## src/rtl/y_mc_ctrl.sv

```systemverilog
// Multicycle control FSM for a small MIPS subset: sequences each instruction,
// counts retirements, halts on a retire limit or an unsupported encoding.
module y_mc_ctrl #(
   parameter logic [31:0] ENTRY_POINT = 32'd128,
   parameter int          MAX_INSTR   = 43,
   parameter int          CNT_W       = 16
) (
   input  logic             a,
   input  logic             INTn,
   input  logic             run,
   input  logic [31:0]      ins,
   input  logic             zero,
   output logic             RegDst,
   output logic             RegWrite,
   output logic             ALUSrc,
   output logic             Mem2Reg,
   output logic             MemRead,
   output logic             MemWrite,
   output logic [2:0]       op,
   output logic             branch,
   output logic             jump,
   output logic             PCWrite,
   output logic             IRWrite,
   output logic             INT,
   output logic [31:0]      entryPoint,
   output logic             halted,
   output logic             err,
   output logic [CNT_W-1:0] retired,
   output logic [2:0]       state
);

   typedef enum logic [2:0] {
      S_IDLE   = 3'd0,
      S_FETCH  = 3'd1,
      S_DECODE = 3'd2,
      S_EXEC   = 3'd3,
      S_MEM    = 3'd4,
      S_WB     = 3'd5,
      S_HALT   = 3'd6
   } state_t;

   localparam logic [CNT_W:0] MAX_C = (CNT_W+1)'(MAX_INSTR);

   state_t           cur;
   logic [5:0]       opc;
   logic [5:0]       fn;
   logic             post_rst;
   logic             halted_r;
   logic             err_r;
   logic [CNT_W-1:0] cnt;
   logic [CNT_W:0]   ret_inc;
   logic             is_r, is_addi, is_lw, is_sw, is_beq, is_j;
   logic             fn_ok, legal, last;
   logic             reg_dst, reg_wr, alu_src, mem2reg, mem_rd, mem_wr;
   logic             br, jmp, ir_wr;
   logic [2:0]       alu;
   logic             unused_in;

   function automatic logic [2:0] alu_op(input logic [5:0] f);
      case (f)
         6'h20:   alu_op = 3'b010;
         6'h22:   alu_op = 3'b110;
         6'h24:   alu_op = 3'b000;
         6'h25:   alu_op = 3'b001;
         6'h2a:   alu_op = 3'b111;
         default: alu_op = 3'b010;
      endcase
   endfunction

   assign is_r    = (opc == 6'h00);
   assign is_j    = (opc == 6'h02);
   assign is_beq  = (opc == 6'h04);
   assign is_addi = (opc == 6'h08);
   assign is_lw   = (opc == 6'h23);
   assign is_sw   = (opc == 6'h2b);
   assign fn_ok   = fn inside {6'h20, 6'h22, 6'h24, 6'h25, 6'h2a};
   assign legal   = (is_r && fn_ok) || is_j || is_beq || is_addi || is_lw || is_sw;
   assign ret_inc = {1'b0, cnt} + {{CNT_W{1'b0}}, 1'b1};

   // zero feeds the PC mux outside this block; ins[25:6] belong to the datapath
   assign unused_in = &{1'b0, zero, ins[25:6]};

   always_comb begin
      last = 1'b0;
      case (cur)
         S_EXEC:  last = is_beq || is_j;
         S_MEM:   last = is_sw;
         S_WB:    last = 1'b1;
         default: last = 1'b0;
      endcase
   end

   always_ff @(posedge a) begin
      if (!INTn) begin
         cur      <= S_IDLE;
         cnt      <= '0;
         halted_r <= 1'b0;
         err_r    <= 1'b0;
         opc      <= '0;
         fn       <= '0;
         post_rst <= 1'b1;
      end else begin
         post_rst <= 1'b0;
         if (last) begin
            if (cnt != '1) cnt <= ret_inc[CNT_W-1:0];
            if (MAX_INSTR != 0 && ret_inc == MAX_C) begin
               cur      <= S_HALT;
               halted_r <= 1'b1;
            end else if (run) begin
               cur <= S_FETCH;
            end else begin
               cur <= S_IDLE;
            end
         end else begin
            case (cur)
               S_IDLE:   if (run && !halted_r) cur <= S_FETCH;
               S_FETCH: begin
                  opc <= ins[31:26];
                  fn  <= ins[5:0];
                  cur <= S_DECODE;
               end
               S_DECODE: begin
                  if (legal) begin
                     cur <= S_EXEC;
                  end else begin
                     cur   <= S_HALT;
                     err_r <= 1'b1;
                  end
               end
               S_EXEC:   cur <= (is_lw || is_sw) ? S_MEM : S_WB;
               S_MEM:    cur <= S_WB;
               default:  cur <= cur;
            endcase
         end
      end
   end

   always_comb begin
      reg_dst = 1'b0;
      reg_wr  = 1'b0;
      alu_src = 1'b0;
      mem2reg = 1'b0;
      mem_rd  = 1'b0;
      mem_wr  = 1'b0;
      br      = 1'b0;
      jmp     = 1'b0;
      ir_wr   = 1'b0;
      alu     = 3'b010;
      case (cur)
         S_FETCH: ir_wr = 1'b1;
         S_EXEC: begin
            if (is_r) begin
               reg_dst = 1'b1;
               alu     = alu_op(fn);
            end
            if (is_addi || is_lw || is_sw) alu_src = 1'b1;
            if (is_beq) begin
               br  = 1'b1;
               alu = 3'b110;
            end
            if (is_j) jmp = 1'b1;
         end
         S_MEM: begin
            mem_rd = is_lw;
            mem_wr = is_sw;
         end
         S_WB: begin
            reg_wr  = 1'b1;
            reg_dst = is_r;
            mem2reg = is_lw;
         end
         default: ;
      endcase
   end

   // Write strobes are masked while INTn is low so a reset edge commits nothing.
   assign RegDst     = reg_dst;
   assign RegWrite   = reg_wr && INTn;
   assign ALUSrc     = alu_src;
   assign Mem2Reg    = mem2reg;
   assign MemRead    = mem_rd;
   assign MemWrite   = mem_wr && INTn;
   assign op         = alu;
   assign branch     = br;
   assign jump       = jmp;
   assign IRWrite    = ir_wr && INTn;
   assign PCWrite    = INTn && (last || post_rst);
   assign INT        = !INTn || post_rst;
   assign entryPoint = ENTRY_POINT;
   assign halted     = halted_r;
   assign err        = err_r;
   assign retired    = cnt;
   assign state      = cur;

endmodule

```

## config.mk

```make
export PLATFORM = sky130hd
export DESIGN_NAME = y_mc_ctrl
export DESIGN_NICKNAME = d
export VERILOG_FILES = /design/src/rtl/y_mc_ctrl.sv
export SDC_FILE = /design/constraint.sdc
export NUM_CORES = 1
export LEC_CHECK = 0
export CAP_MARGIN = 20
export CORE_MARGIN = 10
export CORE_UTILIZATION = 44
export CTS_CLUSTER_DIAMETER = 150
export DETAILED_ROUTE_END_ITERATION = 8
export GPL_TIMING_DRIVEN = 0
export HOLD_SLACK_MARGIN = 0.15
export PLACE_DENSITY = 0.85
export SLEW_MARGIN = 20
export SYNTH_ARGS = -nofsm -noshare
export SYNTH_HDL_FRONTEND = slang
export SYNTH_SLANG_ARGS = --single-unit
export TNS_END_PERCENT = 20
```

## constraint.sdc

```tcl
create_clock -name a -period 6.3 [get_ports a]
set_input_delay 1.575 -clock a [delete_from_list [all_inputs] [get_ports a]]
set_output_delay 1.575 -clock a [all_outputs]
set_load 0.01 [all_outputs]
```

==> results.py <==
metrics = {
    "status": {
        "status": "complete, no violations",
    },
    "timing": {
        "setup_slack_ps": 1610,
        "tns_ps": 0,
        "final.period_utilization_pct": 74.5,
        "max_freq_mhz": 213,
        "post-route-min-period_ps": 4690,
        "slew_headroom_pct": 57.9,
        "setup_viol": 0,
        "worst_slew_pin_slew_ps": 626,
        "skew_ps": 12.0,
        "rsz0062_at_grt": "false",
        "hold_viol_final": 0,
        "slew_viol_final": 0,
    },
    "grt": {
        "grt_pass1_vias": 2118,
        "antenna_found_initial": 0,
        "grt_pass1_wl_mm": 9.96,
        "grt_usage_pct": 14.3,
        "grt_max_degree": 13,
        "overflow": 0,
    },
    "setup_path": {
        "critPathKind": "input port to primary output",
        "cp_common_cell": "clkbuf_1",
        "crit_fanout": 10,
        "path_buf_inv": 4,
        "r2r_start": "retired[0]$_SDFFE_PN0P_",
        "critPathLaunch": "INTn",
        "cpLargestDelayFamily": "buffers and inverters",
        "worst-endpoint-required_ps": 4720,
        "slowest_stage": "clkdlybuf4s50_1",
        "worstSetupStartpointType": "input port",
        "cp_slowest_stage_delay_ps": 550,
        "arrival_ps": 3120,
        "cp_cell_sequence": "clkbuf_1 > inv_1 > clkbuf_1 > nor2_1 > clkdlybuf4s50_1",
        "end_kind": "primary output",
    },
    "floorplan": {
        "io_pins": 103,
        "initial_utilization_pct": 45.7,
        "die_x_um": 90.3,
        "core_area_um2": 4750,
        "placementRows": 25,
        "die-area_um2": 8150,
        "die_h_um": 90.3,
    },
    "synth": {
        "yosys_register_bits": 34,
        "synth_cell_types": 53,
        "synthArstFlopShare_pct": 0,
        "ys_seq_area_share_pct": 31.3,
        "synth-edff-count": 0,
        "postSynthCellCount": 288,
        "syn_avg_cell_area_um2": 7.54,
        "ys.flop_type": "dfxtp_1",
        "synth.cell_area_um2": 2170,
        "ys_warn_count": 0,
    },
    "clocking": {
        "clk_latency_ps": 290,
        "cts_hold_buf": 0,
        "numCtsBuffers": 5,
        "cts-root-buf": "clkbuf_8",
        "post_cts_buffers": 0,
        "cts_tree": "built",
        "cts.htree.levels": 2,
        "cts.sinks": 34,
        "cts_resized": 0,
        "clockBufferDepth": 2,
        "clk_pin_slew_ps": 80,
    },
    "placed_design": {
        "place_congestion": 0.813,
        "hpwl_mm": 4.58,
        "port_buffers": 48,
        "pre_cts_ws_ps": 1610,
    },
    "detailed_routing": {
        "wl_per_cell_um": 13.4,
        "drt-pass1-iter-count": 4,
        "drc": 0,
        "viasPerCell": 4.83,
        "wl_mm": 5.90,
        "first_iter_violations": 56,
        "final_antenna_net_count": 0,
        "via_count": 2131,
    },
    "finish": {
        "utilization_pct": 62.8,
        "drive_gt1_share_pct": 13.6,
        "synthToLayoutAreaGrowth_pct": 37.5,
        "final_common_cell": "clkdlybuf4s50_1",
        "mostFrequentLayoutCells": "48 x clkdlybuf4s50_1, 35 x nand2_1, 34 x dfxtp_1",
        "antenna_cells": 0,
        "finish.net_count": 411,
    },
    "power": {
        "vdd_drop_max_v": 0.000114,
        "leakagePower_nw": 1.16,
        "power_density_nw_per_um2": 263,
    },
    "min_path": {
        "min-delay-start": "fn[5]$_SDFFE_PN0P_",
        "hp-class": "flip-flop to flip-flop",
    },
    "job": {
        "drv_cap": 0,
    },
}
-- cells in the mapped netlist (all sizes together), types with 5 or more instances --
cell type	instances	area, um2
clkbuf	11	41.3
xnor2	6	52.6
buf	36	262
and3	7	43.8
nor3	6	30.0
xor2	9	78.8
nor2	32	120
nand3	12	60.1
o21ai	8	40.0
a21oi	19	95.1
nor4	5	37.5
nand2	35	131
dfxtp	34	681
inv	6	22.5
-- layer usage --
metal	track usage (%)	part of all wire [%]	vias to the layer above
li1	-	-	1098
met1	15.3	42	960
met2	24.8	49	66
met3	6.57	8.5	7
met4	3.98	0.93	0
met5	0	0	-
-- flip-flops by register name, summed over array words and instances (netlist names) --
name and flops:
halted 1, err 1, fn 6, opc 6, retired 16, state 3
post_rst 1
-- kinds of logic (layout without fill, tap and decap cells) --
logic type / count (synthesis) / in the layout / synth area share [%]
DFF: 34 / 34 / 31.3
other: 2 / 32 / 0.346
AOI/OAI and AO/OA: 51 / 51 / 15.2
buffers and inverters: 53 / 109 / 15.0
muxes: 1 / 1 / 0.461
adders and majority gates: 2 / 2 / 1.15
xor gates and xnor gates: 15 / 15 / 6.05
and+or+nand+nor: 130 / 130 / 30.5
-- layout make-up --
class,count,area (um2)
Fill cell,440,1770
Clock buffer,5,68.8
Timing Repair Buffer,48,480
Buffer,47,303
Sequential cell,34,681
Tap cell,67,83.8
Inverter,6,22.5
Multi-Input combinational cell,231,1280
Clock inverter,3,68.8
-- where the power goes --
group,internal [mW],total (mW),switching [mW]
Sequential,0.247,0.277,0.0304
Clock,0.159,0.244,0.0858
Combinational,0.114,0.264,0.150
Total,0.519,0.786,0.267
-- final timing paths --
check                                               end  slack (ps)  depth (start not counted)
worst max-delay path                            IRWrite        1610                          5
worst min-delay path                 fn[5]$_SDFFE_PN0P_         470                          2
worst max register to register  retired[7]$_SDFFE_PN0P_        3580                          7
worst min register to register       fn[5]$_SDFFE_PN0P_         470                          2
-- worst register-to-register path, cell delays in order, from the launching register on --
cell     delay, ps
dfxtp_1        440
ha_1           240
nand3_1        210
nor4_2         630
nand3_1        430
nand3_1        400
xor2_1         180
nor2_1          50
-- through the flow --
step,std cells,instance area (um2),hold slack [ps],power [mW]
after floorplan,318,2280,432,0.459
after global placement,433,2850,440,0.535
after detailed placement,433,2850,461,0.544
after CTS,441,2990,473,0.789
after global routing,441,2990,501,0.838
final,441,2990,472,0.786
No activity file was read; power rests on OpenSTA's default activity.
